===== config.mk =====
export PLATFORM = sky130hd
export DESIGN_NAME = gf_inv_itoh_tsujii
export DESIGN_NICKNAME = d
export VERILOG_FILES = /design/src/rtl/gf_inv_itoh_tsujii.sv
export SDC_FILE = /design/constraint.sdc
export NUM_CORES = 1
export LEC_CHECK = 0
export ABC_AREA = 1
export CAP_MARGIN = 10
export CELL_PAD_IN_SITES_DETAIL_PLACEMENT = 1
export CELL_PAD_IN_SITES_GLOBAL_PLACEMENT = 1
export CORE_ASPECT_RATIO = 0.9
export CORE_MARGIN = 2
export CORE_UTILIZATION = 48
export CTS_BUF_LIST = sky130_fd_sc_hd__clkbuf_4
export DETAILED_ROUTE_END_ITERATION = 10
export PLACE_DENSITY_LB_ADDON = 0.1
export SKIP_CTS_REPAIR_TIMING = 1
export SLEW_MARGIN = 20
export SYNTH_ARGS = -nofsm -noshare
export SYNTH_HDL_FRONTEND = slang
export SYNTH_SLANG_ARGS = --single-unit

===== constraint.sdc =====
create_clock -name clk_i -period 5.3 [get_ports clk_i]
set_clock_uncertainty 0.05 [all_clocks]
set_input_delay 1.59 -clock clk_i [delete_from_list [all_inputs] [get_ports clk_i]]
set_output_delay 1.59 -clock clk_i [all_outputs]
set_load 0.02 [all_outputs]

===== src/rtl/gf_inv_itoh_tsujii.sv =====
// gf_inv_itoh_tsujii: GF(2^16) inverter, Itoh-Tsujii chain 1,1,3,3,6,1 with a bit-serial multiplier
module gf_inv_itoh_tsujii #(
  parameter int M = 16,
  parameter logic [M-1:0] POLY = 16'h002D
) (
  input  logic         clk_i,
  input  logic         rst_ni,
  input  logic         in_valid_i,
  output logic         in_ready_o,
  input  logic [M-1:0] in_data_i,
  output logic         out_valid_o,
  input  logic         out_ready_i,
  output logic [M-1:0] out_data_o,
  output logic         busy_o
);
  typedef enum logic [2:0] {IDLE, EXP, MUL, FINAL, DONE} state_t;
  state_t state_q, state_d;
  logic [M-1:0] acc_q, acc_d, b1_q, b1_d, b3_q, b3_d, b6_q, b6_d;
  logic [M-1:0] t_q, t_d, p_q, p_d, out_q, out_d;
  logic [3:0] j_q, j_d;
  logic [2:0] step_q, step_d;
  logic [M-1:0] f1, f3, f6, s, p_nxt;
  function automatic logic [M-1:0] gf_sq(input logic [M-1:0] x);
    logic [2*M-2:0] w;
    w = '0;
    for (int i = 0; i < M; i++) w[2*i] = x[i];
    for (int i = 2*M-2; i >= M; i--)
      if (w[i]) begin
        w[i] = 1'b0;
        w[i-M +: M] = w[i-M +: M] ^ POLY;
      end
    return w[M-1:0];
  endfunction
  // Squaring is linear, so these chains collapse to fixed XOR matrices.
  assign f1 = gf_sq(acc_q);
  assign f3 = gf_sq(gf_sq(f1));
  assign f6 = gf_sq(gf_sq(gf_sq(f3)));
  assign s = step_q < 3'd2 ? b1_q : step_q < 3'd4 ? b3_q : b6_q;
  assign p_nxt = {p_q[M-2:0], 1'b0} ^ (p_q[M-1] ? POLY : '0) ^ (s[4'(M-1) - j_q] ? t_q : '0);
  assign in_ready_o = state_q == IDLE;
  assign out_valid_o = state_q == DONE;
  assign busy_o = state_q != IDLE;
  assign out_data_o = out_q;
  always_comb begin
    state_d = state_q;
    acc_d = acc_q;
    b1_d = b1_q;
    b3_d = b3_q;
    b6_d = b6_q;
    t_d = t_q;
    p_d = p_q;
    out_d = out_q;
    j_d = j_q;
    step_d = step_q;
    case (state_q)
      IDLE: if (in_valid_i) begin
        b1_d = in_data_i;
        acc_d = in_data_i;
        step_d = '0;
        state_d = EXP;
      end
      EXP: begin
        t_d = step_q < 3'd2 ? f1 : step_q < 3'd4 ? f3 : f6;
        p_d = '0;
        j_d = '0;
        state_d = MUL;
      end
      MUL: begin
        p_d = p_nxt;
        j_d = j_q + 4'd1;
        if (j_q == 4'd15) begin
          acc_d = p_nxt;
          b3_d = step_q == 3'd1 ? p_nxt : b3_q;
          b6_d = step_q == 3'd2 ? p_nxt : b6_q;
          step_d = step_q == 3'd4 ? step_q : step_q + 3'd1;
          state_d = step_q == 3'd4 ? FINAL : EXP;
        end
      end
      FINAL: begin
        out_d = f1;
        state_d = DONE;
      end
      DONE: state_d = out_ready_i ? IDLE : DONE;
      default: state_d = IDLE;
    endcase
  end
  always_ff @(posedge clk_i) begin
    if (!rst_ni) begin
      state_q <= IDLE;
      acc_q <= '0;
      b1_q <= '0;
      b3_q <= '0;
      b6_q <= '0;
      t_q <= '0;
      p_q <= '0;
      out_q <= '0;
      j_q <= '0;
      step_q <= '0;
    end else begin
      state_q <= state_d;
      acc_q <= acc_d;
      b1_q <= b1_d;
      b3_q <= b3_d;
      b6_q <= b6_d;
      t_q <= t_d;
      p_q <= p_d;
      out_q <= out_d;
      j_q <= j_d;
      step_q <= step_d;
    end
  end
endmodule

# After elaboration in Yosys (flattened, before gate mapping)
# Index checks and enable logic that the tools add are counted.
# word_totals
register_bits	122
output_inout_bits	19
wordCells	241
# classes
n_addsub	3
n_lt_le_gt_ge	3
eq_ne	11
n_mux	112
bitwise	92
n_reduce_logical	10
# ops
operator	n
$mux 6	91
$not 4->4	84
$mux 16	7
$pmux 16 s2	2
$not 2->4	6
$mux 3	6
$xor 16x16->16	1
$xor 16x6->16	1
$pmux 3 s5	1
$eq 3x2->1 const B	3
$reduce_and 3->1	3
$pmux 4 s2	1
$eq 3x1->1 const B	2
$eq 3x3->1 const B	2
$ne 2x2->1 const B	3
$pmux 3 s2	1
$lt 4x5->1 const B	1
$add 4x1->4 const B	1
$bmux 1 s4	1
$eq 4x4->1 const B	1
$reduce_and 2->1	2
$reduce_and 4->1	1
$reduce_bool 2->1	2
$sub 4x4->4 const A	1
other kinds (7)	7

# Logic depth before layout (Yosys ltp)
# depth
word_depth	162
depth_mapped	28
mapped_depth_nobuf	27

# Worst setup path after synthesis
# Ideal clock, no wire load.
# synth_timing
kind	input-to-reg
startpoint	input port in_valid_i
endpoint	register acc_q[10]
setup_time_ps	70
arrival_ps	2646
required_time_ps	5180
path_slack_ps	2535
cell_stages	7
path_cell_list	nand2_1 inv_1 nor2_1 clkbuf_1 buf_1 a21oi_1 a21oi_1
# synth_between
elab_chain_cells	2
# synth_lines
element	line_no	rtl
start, declared	8	input logic in_valid_i,
$ne 2x2->1 (no source line)	--	
$reduce_and 3->1 (no source line)	--	
end signal, assigned	90	acc_q <= '0;
end signal, assigned	101	acc_q <= acc_d;
end, declared	18	logic [M-1:0] acc_q, acc_d, b1_q, b1_d, b3_q, b3_d, b6_q, b6_d;
# No other way between the ends.
# A chain may end at the register's enable or synchronous reset.

# Worst setup path after layout
# layout_timing
startpoint	register step_q[2]
endpoint	register p_q[6]
# layout_between
elab_chain_cells	8
word_cells_on_any_way	9
cone_classes	2 x order compare; 6 x mux; 1 x bitwise
# layout_lines
element	line_no	rtl
start, declared	21	logic [2:0] step_q, step_d;
start signal, assigned	109	step_q <= step_d;
$lt 3x3->1	38	assign s = step_q < 3'd2 ? b1_q : step_q < 3'd4 ? b3_q : b6_q;
$mux 16	38	
$mux 16 *	38	
$bmux 1 s4 *	39	assign p_nxt = {p_q[M-2:0], 1'b0} ^ (p_q[M-1] ? POLY : '0) ^ (s[4'(M-1) - j_q] ? t_q : '0);
$mux 1 (implied by the code) *	39	
$mux 16 *	39	
$xor 16x16->16 *	39	
$pmux 16 s2 *	55	case (state_q)
end signal, assigned	106	p_q <= p_d;
end, declared	19	logic [M-1:0] t_q, t_d, p_q, p_d, out_q, out_d;
# Mark *: on every way between the ends. The rest lies on a longest branch, timed or not. The select of a mux whose other input is x is not followed.

==> impl_metrics.csv <==
group,metric,value,unit
placed_design,dpl_cell_area,8430,um2
power,p_leak,0.00401,uW
power,p_total,4480,uW
power,vdd_ir_drop_max,0.451,mV
finish,final_common_cell,"nand2_1",
floorplanning,die_w,139,um
placed_design,dp_slack,1220,ps
timing,tightestPinTransition,907,ps
timing,setup-violations-final,0,
synthesis,ys_seq_area_share,30.8,%
synthesis,synth.largest_area_cell,"dfxtp_1",
worst_setup_path,critPathKind,"flop to flop",
worst_setup_path,cpMostUsedCell,"nand2_1",
timing,fin_ws,1470,ps
synthesis,synth_area_leaders,"dfxtp_1, nand2_1, a21oi_1, o21ai_0, inv_1",
worst_setup_path,start_kind,"flop",
global_routing,grt.total_usage,31.0,%
synthesis,post_synth.cell_area_avg,6.38,um2
synthesis,synthFlopType,"dfxtp_1",
worst_setup_path,path_buf_inv,3,
synthesis,synth_area,7920,um2
placed_design,dp_cells,1445,
cts,h-tree-depth,4,
run,cap_viol_max_count,0,
timing,timing.fmax,261,MHz
cts,cts_tree,"built",
finish,syn_to_final_growth,10.3,%
finish,fin_area,8730,um2
timing,tns,0,ps
cts,cts_buffer_depth,2,
floorplanning,placementRows,44,
synthesis,syn_nets,1266,
synthesis,netlist_instances,1242,
route,via_per_inst,5.63,
route,wl,26900,um
finish,antenna_cells,0,
global_routing,grt-ovfl-total,0,
timing,hold_viol_final,0,
synthesis,synth-seq-cells,122,
worst_setup_path,critPathArrivalTime,4250,ps
route,wl_per_cell,18.2,um
worst_setup_path,crit_path_end_kind,"flop",
worst_setup_path,ff2ff_setup_slack,1470,ps
route,final_antenna_net_count,0,
cts,insertion_delay,550,ps
synthesis,synth_edf_count,0,
worst_setup_path,cpMaxStageDelayCell,"clkinv_1",
cts,cts_root_buf,"clkbuf_4",
finish,most-common-layout-cells,"nand2_1, a21oi_1, inv_1",
placed_design,port_buffers,38,
route,drc,0,
power,p_per_area,513,nW/um2
worst_setup_path,crit_chain,"buf_4, clkinv_1, nand2_1, a221oi_1, o32ai_1, nor2_1, o22ai_1, buf_4, nand2_1, xnor2_1, nand2_1, a21oi_1",
floorplanning,die_height,126,um
route,first_pass_iters,5,
synthesis,yosysWarnings,0,
finish,num-nets-final,1281,
synthesis,synth_cell_types,46,
cts,cts_buffers,17,
floorplanning,core_area,16100,um2
hold_path,hold_path_class,"flop to flop",
timing,period_needed,3830,ps
worst_setup_path,critPathTopFamily,"buffers and inverters",
worst_setup_path,critPathMaxFanout,39,
floorplanning,die_area,17500,um2
global_routing,antenna_found_initial,0,
timing,fin_crit_sh,72.3,%
cts,clkTransAtPathRegs,120,ps
timing,drv_slew,0,
floorplanning,io_pins,39,
worst_setup_path,cpPeakStageDelay,850,ps
floorplanning,initial_core_util,49.1,%
finish,drive_gt1_share,10.6,%
route,num_vias,8319,
placed_design,place.gp.congestion,0.898,
synthesis,synth_top_area_share,30.8,%
timing,rsz0062_at_grt,"no",
worst_setup_path,cp.required,5720,ps
route,drtIter0Drc,516,
global_routing,grt_pass1_vias,8027,
run_status,outcome,"complete, no violations",
finish,fin_cells,1477,
global_routing,grt_pass1_wl,43000,um
cts,cts.sinks,122,
global_routing,grt_max_degree,51,
synthesis,async_reset_ff_share,0,%
timing,slew_headroom,39.1,%
placed_design,dp_hpwl,20400,um
worst paths after layout:
path	endpoint	depth (start not counted)	startpoint
worst min-delay path	t_q[9]	2	t_q[9]
worst max-delay path	p_q[6]	12	step_q[2]
worst max register to register	p_q[6]	12	step_q[2]
worst min register to register	t_q[9]	2	t_q[9]
logic make-up after synthesis:
family,count (synthesis),synth area share (%)
adder cells (fa/ha/maj),4,0.632
flip-flops,122,30.8
buffers and inverters,209,10.2
AND/OR/NAND/NOR,558,30.9
AO/OA/AOI/OAI,292,20.0
XOR/XNOR,57,7.44
routing by layer:
| layer | GRT usage, % | wire (um) |
|---|---|---|
| met1 | 45.8 | 13200 |
| met2 | 46.8 | 11600 |
| met4 | 6.00 | 295 |
| met5 | 0 | 0 |
| met3 | 6.81 | 1740 |
stage by stage:
step / hold WS (ps) / util, %
floorplan: 375 / -
global placement: 407 / 52.2
detailed placement: 412 / 52.2
CTS: 427 / 54.1
global route: 455 / 54.1
finish: 427 / 54.1
cell type report:
class / count / area [um2]
Clock buffer: 20 / 150
Clock inverter: 12 / 149
Fill cell: 2225 / 7400
Inverter: 157 / 589
Multi-Input combinational cell: 911 / 4690
Sequential cell: 122 / 2440
Tap cell: 207 / 259
Timing Repair Buffer: 48 / 455
registers in the layout (all words and copies together), names as in the netlist, 4 cells and up:
register	flops
acc_q	16
b1_q	16
out_data_o	16
b6_q	16
p_q	16
b3_q	16
j_q	4
t_q	16
worst register-to-register path: stages (launching register included):
cell and delay [ps]:
dfxtp_1 370, buf_4 410, clkinv_1 860, nand2_1 290, a221oi_1 100, o32ai_1 320, nor2_1 80, o22ai_1 140
buf_4 250, nand2_1 90, xnor2_1 430, nand2_1 200, a21oi_1 180
synthesized netlist by cell type, drive strengths merged, types with 7 or more instances:
| cell | instances |
|---|---|
| dfxtp | 122 |
| clkbuf | 39 |
| o22ai | 7 |
| nor2 | 33 |
| a221oi | 10 |
| xor2 | 25 |
| o21ai | 115 |
| a21oi | 137 |
| xnor2 | 32 |
| nand3 | 95 |
| buf | 13 |
| inv | 153 |
| nand2 | 414 |
power by group:
part / total [uW] / switching [uW] / internal [uW] / leakage, uW
sequential: 999 / 43.6 / 955 / 0.000992
clock: 715 / 376 / 340 / 0.000148
combinational: 2760 / 1900 / 860 / 0.00286
total: 4480 / 2320 / 2150 / 0.00401
(Power assumes the default switching activity.)
